[config.mk]
export PLATFORM = sky130hd
export DESIGN_NAME = bin_to_bcd_seq
export DESIGN_NICKNAME = d
export VERILOG_FILES = /design/src/rtl/bin_to_bcd_seq_pkg.sv /design/src/rtl/bin_to_bcd_seq_digit_adj.sv /design/src/rtl/bin_to_bcd_seq.sv
export SDC_FILE = /design/constraint.sdc
export NUM_CORES = 1
export LEC_CHECK = 0
export CORE_ASPECT_RATIO = 1.2
export CORE_MARGIN = 2
export CORE_UTILIZATION = 55
export CTS_CLUSTER_DIAMETER = 50
export DETAILED_ROUTE_END_ITERATION = 10
export PLACE_DENSITY_LB_ADDON = 0.15
export SLEW_MARGIN = 10
export SYNTH_ARGS = -nofsm -noshare
export SYNTH_HDL_FRONTEND = slang
export SYNTH_SLANG_ARGS = --single-unit
[constraint.sdc]
create_clock -name clk -period 2.45 [get_ports clk]
set_input_delay 0.3675 -clock clk [delete_from_list [all_inputs] [get_ports clk]]
set_output_delay 0.3675 -clock clk [all_outputs]
set_load 0.1 [all_outputs]
[src/rtl/bin_to_bcd_seq_pkg.sv]
// Shared types and constants for the sequential binary-to-BCD converter.
// Holds the FSM state enum, default widths and the digit-count bound.
package bin_to_bcd_seq_pkg;

    typedef enum logic [1:0] {
        IDLE,
        CONV,
        DONE
    } state_t;

    localparam int N_DEF = 16;
    localparam int D_DEF = 5;

    // Decimal digits needed to represent 2**n - 1.
    function automatic int min_digits(input int n);
        longint unsigned v;
        int d;
        v = (64'd1 << n) - 64'd1;
        d = 0;
        for (int i = 0; i < 20; i++) begin
            if (v > 64'd0) begin
                v = v / 64'd10;
                d = d + 1;
            end
        end
        return (d < 1) ? 1 : d;
    endfunction

endpackage

[src/rtl/bin_to_bcd_seq_digit_adj.sv]
// One double-dabble correction cell: adds 3 to a BCD digit of 5 or more.
// Purely combinational; the top instantiates one per output digit.
module bcd_digit_adj (
    input  logic [3:0] din,
    output logic [3:0] dout
);

    assign dout = (din >= 4'd5) ? din + 4'd3 : din;

endmodule

[src/rtl/bin_to_bcd_seq.sv]
// Sequential double-dabble converter, one binary bit per clock.
// Turns the registered multiplier product into packed decimal digits.
module bin_to_bcd_seq
    import bin_to_bcd_seq_pkg::*;
#(
    parameter int N = N_DEF,
    parameter int D = D_DEF
) (
    input  logic           clk,
    input  logic           aclr,
    input  logic           start,
    input  logic [N-1:0]   bin,
    output logic           busy,
    output logic           done,
    output logic [4*D-1:0] bcd
);

    localparam int W  = 4 * D + N;
    localparam int CW = $clog2(N + 1);

    if (D < min_digits(N)) begin : g_bad_d
        $error("bin_to_bcd_seq: D too small for N");
    end

    state_t        state;
    logic [W-1:0]  work;
    logic [W-1:0]  adj;
    logic [W-1:0]  shifted;
    logic [CW-1:0] cnt;

    assign adj[N-1:0] = work[N-1:0];

    for (genvar k = 0; k < D; k++) begin : g_adj
        bcd_digit_adj u_adj (
            .din  (work[N+4*k +: 4]),
            .dout (adj[N+4*k +: 4])
        );
    end

    assign shifted = {adj[W-2:0], 1'b0};

    always_ff @(posedge clk) begin
        if (aclr) begin
            state <= IDLE;
            work  <= '0;
            cnt   <= '0;
            busy  <= 1'b0;
            done  <= 1'b0;
            bcd   <= '0;
        end else begin
            done <= 1'b0;
            unique case (state)
                IDLE, DONE: begin
                    if (start) begin
                        work  <= {{(4*D){1'b0}}, bin};
                        cnt   <= CW'(N);
                        busy  <= 1'b1;
                        state <= CONV;
                    end else begin
                        busy  <= 1'b0;
                        state <= IDLE;
                    end
                end
                CONV: begin
                    work <= shifted;
                    cnt  <= cnt - CW'(1);
                    // Last shift: publish the result so it is valid in DONE.
                    if (cnt == CW'(1)) begin
                        busy  <= 1'b0;
                        done  <= 1'b1;
                        bcd   <= shifted[W-1:N];
                        state <= DONE;
                    end
                end
                default: begin
                    busy  <= 1'b0;
                    state <= IDLE;
                end
            endcase
        end
    end

endmodule
Word-level counts from Yosys, hierarchy flattened
Index checks and enable logic that the tools add are counted.
- muxes and demuxes: 16
- order comparisons: 5
- reductions and logical operators: 6
- eq/ne operators: 5
- $add $sub $neg: 6
- bitwise operators: 1
- operators by type and width (cell ; count):
    36-bit one-hot mux with 2 select lines ; 1
    36-bit two-way mux ; 1
    4-bit by 3-bit greater-or-equal comparator with 1-bit output, second input constant ; 5
    4-bit by 2-bit adder with 4-bit output, second input constant ; 4
    4-bit two-way mux ; 4
    5-bit one-hot mux with 2 select lines ; 1
    5-bit by 1-bit == test with 1-bit output, second input constant ; 1
    5-bit two-way mux ; 1
    5-bit by 1-bit subtractor with 5-bit output, second input constant ; 1
    1-bit two-way mux ; 4
    2-bit inequality test, second input constant ; 2
    2-bit one-hot mux with 2 select lines ; 1
    2-bit AND reduction ; 2
    2-bit OR reduction ; 2
    3-bit by 2-bit adder with 3-bit output, second input constant ; 1
    3-bit two-way mux ; 1
    2-bit by 1-bit == test with 1-bit output, second input constant ; 1
    2-bit == test, second input constant ; 1
    2-bit zero test ; 1
    2-bit two-way mux ; 1
    1-bit one-hot mux with 2 select lines ; 1
    2-bit nonzero test ; 1
    1-bit inverter ; 1
- logic and storage cells: 45
- bits of input ports: 19
- register bits after elaboration: 65

Longest topological paths before layout
- depth in word-level cells: 4
- depth in mapped cells: 8
- depth with buffers taken out: 6

Hierarchy
Synthesis repeated with hierarchy kept, for this count alone.
- cell total of the unflattened synthesis: 373
- area, all modules: 3174.3 µm²
- by module, submodules not included (module ; instances ; area each (µm²) ; cells each):
    bin_to_bcd_seq ; 1 ; 2667.6 ; 293
    bcd_digit_adj ; 5 ; 101.3 ; 16

Worst setup path after synthesis
No wires, ideal clock.
- kind: reg-to-reg
- start: register cnt[0]
- end: register bcd[12]
- library setup time: 0.079 ns
- period minus slack after synthesis: 1.666 ns
- cell stages (with the launch flop): 8
- buffers on the path: 2
- slack: 0.784 ns
- arrival: 1.587 ns
- cells stage by stage: dfxtp_1 > ha_1 > or4b_4 > nor2_4 > buf_6 > buf_8 > nor2_2 > a211oi_2
- word-level cells in the longest chain between the ends: 2
- ends and longest elaborated chain (element ; line ; text):
    start: declaration ; bin_to_bcd_seq.sv:29 ; logic [CW-1:0] cnt;
    start signal: assignment ; bin_to_bcd_seq.sv:56 ; cnt <= CW'(N);
    start signal: assignment ; bin_to_bcd_seq.sv:66 ; cnt <= cnt - CW'(1);
    5-bit by 1-bit == test with 1-bit output ; bin_to_bcd_seq.sv:68 ; if (cnt == CW'(1)) begin
    2-bit AND reduction (no source line) ; -- ;
    end signal: assignment ; bin_to_bcd_seq.sv:71 ; bcd <= shifted[W-1:N];
    end: declaration ; bin_to_bcd_seq.sv:15 ; output logic [4*D-1:0] bcd
No other way between the ends.
A chain may end at the register's enable or synchronous reset.

Final worst setup path
- start: register cnt[0]
- end: register bcd[19]
Same word-level chain as after synthesis.

==> flow_metrics.env <==
export IMPL_port_buffers=40
export IMPL_fin_crit_ps=1970
export IMPL_critical_path_class="flop to flop"
export IMPL_setup_tns_ps=0
export IMPL_hpwlAfterDp_microns=3760
export IMPL_syn_nets=343
export IMPL_hold_worst_slack_ps=273
export IMPL_cts_buffers_inserted=9
export IMPL_ir_worst_vdd_v=0.000497
export IMPL_clk_latency_ps=350
export IMPL_cts_max_path_buffers=2
export IMPL_tightest_slew_ps=558
export IMPL_dieArea_sq_mm=0.00574
export IMPL_drc_errors=0
export IMPL_preCtsSetupSlack_ps=473
export IMPL_grt_pass1_vias=2097
export IMPL_post_cts_setup_buffers=0
export IMPL_synth_area_sq_mm=0.00283
export IMPL_die_w_microns=69.5
export IMPL_fmaxAchievable_ghz=0.507
export IMPL_antenna_found_initial=0
export IMPL_fin_util=0.690
export IMPL_drtPass1Iterations=4
export IMPL_use_met2=0.357
export IMPL_area_delta_synth_final_pct=20.3
export IMPL_hold_class="primary input to flop"
export IMPL_drv_cap=0
export IMPL_grt_max_degree=31
export IMPL_synth_seq_cells=65
export IMPL_slew_viol_final=0
export IMPL_yosysSeqAreaShare=0.459
export IMPL_drtIter0Drc=108
export IMPL_required_ps=2710
export IMPL_r2r_end="bcd[19]$_SDFFE_PP0P_"
export IMPL_reg2reg_depth=6
export IMPL_post_route_period_util=0.805
export IMPL_place_inst=402
export IMPL_initial_core_util=0.574
export IMPL_vias=2316
export IMPL_hold_buffers=0
export IMPL_endpoint_kind="flop"
export IMPL_ctsResizeCount=0
export IMPL_reg2reg_slack_ps=480
export IMPL_min_from="aclr"
export IMPL_die_h_microns=82.6
export IMPL_place_gp_congestion=0.798
export IMPL_final_setup_worst_slack_ps=478
export IMPL_grt_total_usage=0.214
export IMPL_grtUsageMet1=0.252
export IMPL_start_kind="flop"
export IMPL_wl_microns=5730
export IMPL_clkSlewWorstSetupHoldPaths_ps=70
export IMPL_avgSynthCellArea_sq_um=9.08
export IMPL_synth_distinct_cells=33
export IMPL_htree_num_levels=3
export IMPL_hold_path_end="work[19]$_SDFFE_PP0P_"
export IMPL_power_density_mw_per_mm2=641
export IMPL_worstReg2RegStart="cnt[0]$_SDFFE_PP0P_"
export IMPL_diodes=0
export IMPL_drtAntennaViolNets=0
export IMPL_outcome="complete, no violations"
export IMPL_row_count=28
export IMPL_avgRoutedWirePerCell_microns=13.7
export IMPL_critical_path_arrival_ps=2230
export IMPL_top_usage_layer="met2"
export IMPL_final_setup_viol_count=0
export IMPL_p_leak_nw=1.38
export IMPL_io_pins=41
export IMPL_fin_cells=418
export IMPL_grt_use_met3=0.0510
export IMPL_rsz0062_at_grt="false"
export IMPL_synthCells=312
export IMPL_relSlewSlack=0.628
export IMPL_routed_via_density=5.54
export IMPL_finalClockSkew_ps=7.00
export IMPL_fin_nets=384
export IMPL_hold_violations=0
export IMPL_yosysWarnings=0
export IMPL_grt_overflow_total=0
export IMPL_hold_path_depth=2
export IMPL_cp_max_fo=15
export IMPL_core_sq_mm=0.00494
export IMPL_cts_tree="yes"
export IMPL_grt_pass1_wl_microns=9490
export IMPL_cts_sinks=65
export IMPL_cts_root_buf="clkbuf_8"
export IMPL_drive_gt1_frac=0.145
[routing by layer]
layer | share of wire | vias to the layer above | wire length (microns)
met5 | 0 | - | 0
met4 | 0.027 | 0 | 153
met3 | 0.037 | 12 | 213
met2 | 0.47 | 49 | 2680
met1 | 0.47 | 1062 | 2680
li1 | - | 1193 | -
[worst max-delay path by stage]
| stage | startpoint | endpoint | slack (ps) | cells after the start |
|---|---|---|---|---|
| floorplan | cnt[0]$_SDFFE_PP0P_ | bcd[12]$_SDFFE_PP0P_ | 780 | 7 |
| global placement | cnt[0]$_SDFFE_PP0P_ | bcd[19]$_SDFFE_PP0P_ | 510 | 6 |
| detailed placement | cnt[0]$_SDFFE_PP0P_ | bcd[19]$_SDFFE_PP0P_ | 470 | 6 |
| CTS | cnt[0]$_SDFFE_PP0P_ | bcd[19]$_SDFFE_PP0P_ | 460 | 6 |
| global route | cnt[0]$_SDFFE_PP0P_ | bcd[19]$_SDFFE_PP0P_ | 320 | 6 |
| finish | cnt[0]$_SDFFE_PP0P_ | bcd[19]$_SDFFE_PP0P_ | 480 | 6 |
[worst max-delay path: stages (launching register included)]
cell      delay (ps)
dfxtp_1          390
ha_1             160
or4b_4           500
nor2_4           350
buf_12           200
nor2_1            50
a311oi_2         220
[synth_stat cells]
cell      number  area [sq um]
inv_1         12          45.0
nor2b_1        2          12.5
nor2_1        22          82.6
a21o_1        10          75.1
and4_1         1          8.76
buf_6          1          11.3
a22oi_1       17           128
a21oi_1       40           200
clkbuf_1      10          37.5
nor2_4         1          11.3
buf_4          1          7.51
buf_1          4          15.0
a211oi_2       1          12.5
nand3_1        5          25.0
buf_2          2          10.0
ha_1          12           150
nand3b_1       1          7.51
a311oi_2       1          15.0
nor3b_1       19           143
nor2_2         1          6.26
dfxtp_1       65          1300
or4b_4         1          13.8
o21ai_0       13          65.1
nor3_1        10          50.1
a211oi_1       7          52.6
a31oi_1        1          6.26
nand2_1       22          82.6
nand2b_1       7          43.8
xnor2_1        5          43.8
mux2i_1        6          60.1
a311oi_1       1          8.76
buf_8          1          15.0
a22o_1        10          87.6
[logic make-up after synthesis]
kind of cell    Yosys count  synth area share
mux                       6            0.0212
fa+ha+maj                12            0.0530
xor+xnor                  5            0.0155
buf+inv                  31            0.0499
flops                    65             0.459
simple gates             92             0.172
compound gates          101             0.230
[power by group]
part | total [mW] | internal [mW] | switching (mW)
Sequential | 1.12 | 1.09 | 0.0231
Combinational | 0.251 | 0.0910 | 0.160
Clock | 0.817 | 0.418 | 0.399
Total | 2.18 | 1.60 | 0.583
[final cells by class]
type / instances / area (sq um)
inverters: 12 / 45.0
well taps: 60 / 75.1
fillers: 404 / 1530
clock buffers: 13 / 159
repair buffers: 49 / 420
flip-flops and latches: 65 / 1300
clock inverters: 3 / 15.0
multi-input cells: 216 / 1390
[per-stage QoR]
| stage | total power, mW | instance area, sq um |
|---|---|---|
| final | 2.18 | 3410 |
| after global routing | 2.27 | 3410 |
| after CTS | 2.20 | 3410 |
| after detailed placement | 1.39 | 3240 |
| after global placement | 1.39 | 3240 |
| after floorplan | 1.31 | 2830 |
[registers in the layout, summed over array words and instances, names as in the netlist]
| name | flops |
|---|---|
| work | 36 |
| bcd | 20 |
| cnt | 5 |
| state | 2 |
| busy | 1 |
| done | 1 |
[cell usage in the layout (no fill, tap or decap), types with 12 or more instances in the layout]
| master | instances |
|---|---|
| dfxtp_1 | 65 |
| a22oi_1 | 17 |
| ha_1 | 12 |
| o21ai_0 | 13 |
| nor2_1 | 22 |
| inv_1 | 12 |
| buf_4 | 30 |
| clkdlybuf4s50_1 | 17 |
| nor3b_1 | 19 |
| nand2_1 | 22 |
| a21oi_1 | 40 |
(Power assumes the default switching activity.)
==> patch (same flow settings) <==
`D_DEF`: 5 -> 6.
--- a/src/rtl/bin_to_bcd_seq_pkg.sv
+++ b/src/rtl/bin_to_bcd_seq_pkg.sv
@@ -9,7 +9,7 @@
     } state_t;
 
     localparam int N_DEF = 16;
-    localparam int D_DEF = 5;
+    localparam int D_DEF = 6;
 
     // Decimal digits needed to represent 2**n - 1.
     function automatic int min_digits(input int n);
Ports: changed (resized bcd); port bits go from 41 to 45. No check against the original RTL was run, so the function may have changed too.
==> patch against the unedited design <==
Routed wire length up 14%. Power up 22%. Maximum frequency up 5.3%. Setup slack better by 0.10 ns. Design area up 13%. Global-route usage up 0.46 points. Non-clock buffer count up 4. Area after synthesis up 12%. Sequential cell count up 8. Final cell count up 11%. Clock power up 41%. Largest cell class unchanged. Largest power group unchanged.
==> patch: results <==
[critical_path]
cpLargestDelayFamily = simple AND/OR/NAND/NOR gates
cp_max_fo = 11
reg2reg_to = bcd[5]
arrival_ns = 2.16
worst_r2r_path_depth = 5

[pwr]
pg_comb_uw = 268
power.internal_uw = 2020
p_seq_uw = 1250
power_density_mw_per_mm2 = 690.0
peakVddDrop_mv = 0.4038

[yosys]
synthAdderAreaFrac = 0.05510
avgSynthCellArea_um2 = 9.058
synth_common_cells = dfxtp_1, a21oi_1, nor2_1, nand2_1, nor3b_1
ys_top_cells_by_area = dfxtp_1, a21oi_1, ha_1
synth-xor-area-share = 0.01653
synth_compound_area_frac = 0.2216
muxShareOfSynthArea = 0.02597

[global_routing]
grt_first_pass_wirelength_um = 10750
grt_pass1_vias = 2423
grt_max_degree = 35

[drt]
via_per_inst = 5.596
first_iter_violations = 94
wl_per_cell_um = 14.05

[hold_path]
hp-start = work[11]
hp-class = flop to flop
whs_endpoint = work[11]

[layout]
top_regs = work (40), bcd (24), cnt (5)
drive_gt1_frac = 0.1471
fin_cells = 465
num-nets-final = 429

[sta]
slew_headroom = 0.3301
fin_hold_ws_ns = 0.4592
fin_skew_ns = 0.008425

[place]
io_buffer_count = 44
place.gp.congestion = 0.7790
place_hpwl_um = 4339
dp_slack_ns = 0.3749

[outcome]
status = finished clean
-- patch: worst max path at each step --
stage,endpoint,from,cells after the start,slack [ns]
2_1_floorplan,bcd[13],cnt[0],6,0.77
3_3_place_gp,work[34],start,4,0.42
3_5_place_dp,work[34],start,4,0.37
4_1_cts,bcd[5],cnt[0],5,0.57
5_1_grt,bcd[18],cnt[1],6,0.48
6_report,bcd[5],cnt[0],5,0.58
-- patch: routing by layer --
metal | share of wire | track usage
met5 | 0 | 0
met4 | 0.014 | 0.09256
met3 | 0.039 | 0.05440
met2 | 0.50 | 0.3825
met1 | 0.44 | 0.2493
-- patch: final cells by class --
type | instances | area [um^2]
Clock buffer | 11 | 141.4
Timing Repair Buffer | 53 | 437.9
Inverter | 16 | 60.06
Tap cell | 64 | 80.08
Fill cell | 471 | 1775
Sequential cell | 73 | 1461
Clock inverter | 5 | 102.6
Multi-Input combinational cell | 243 | 1572
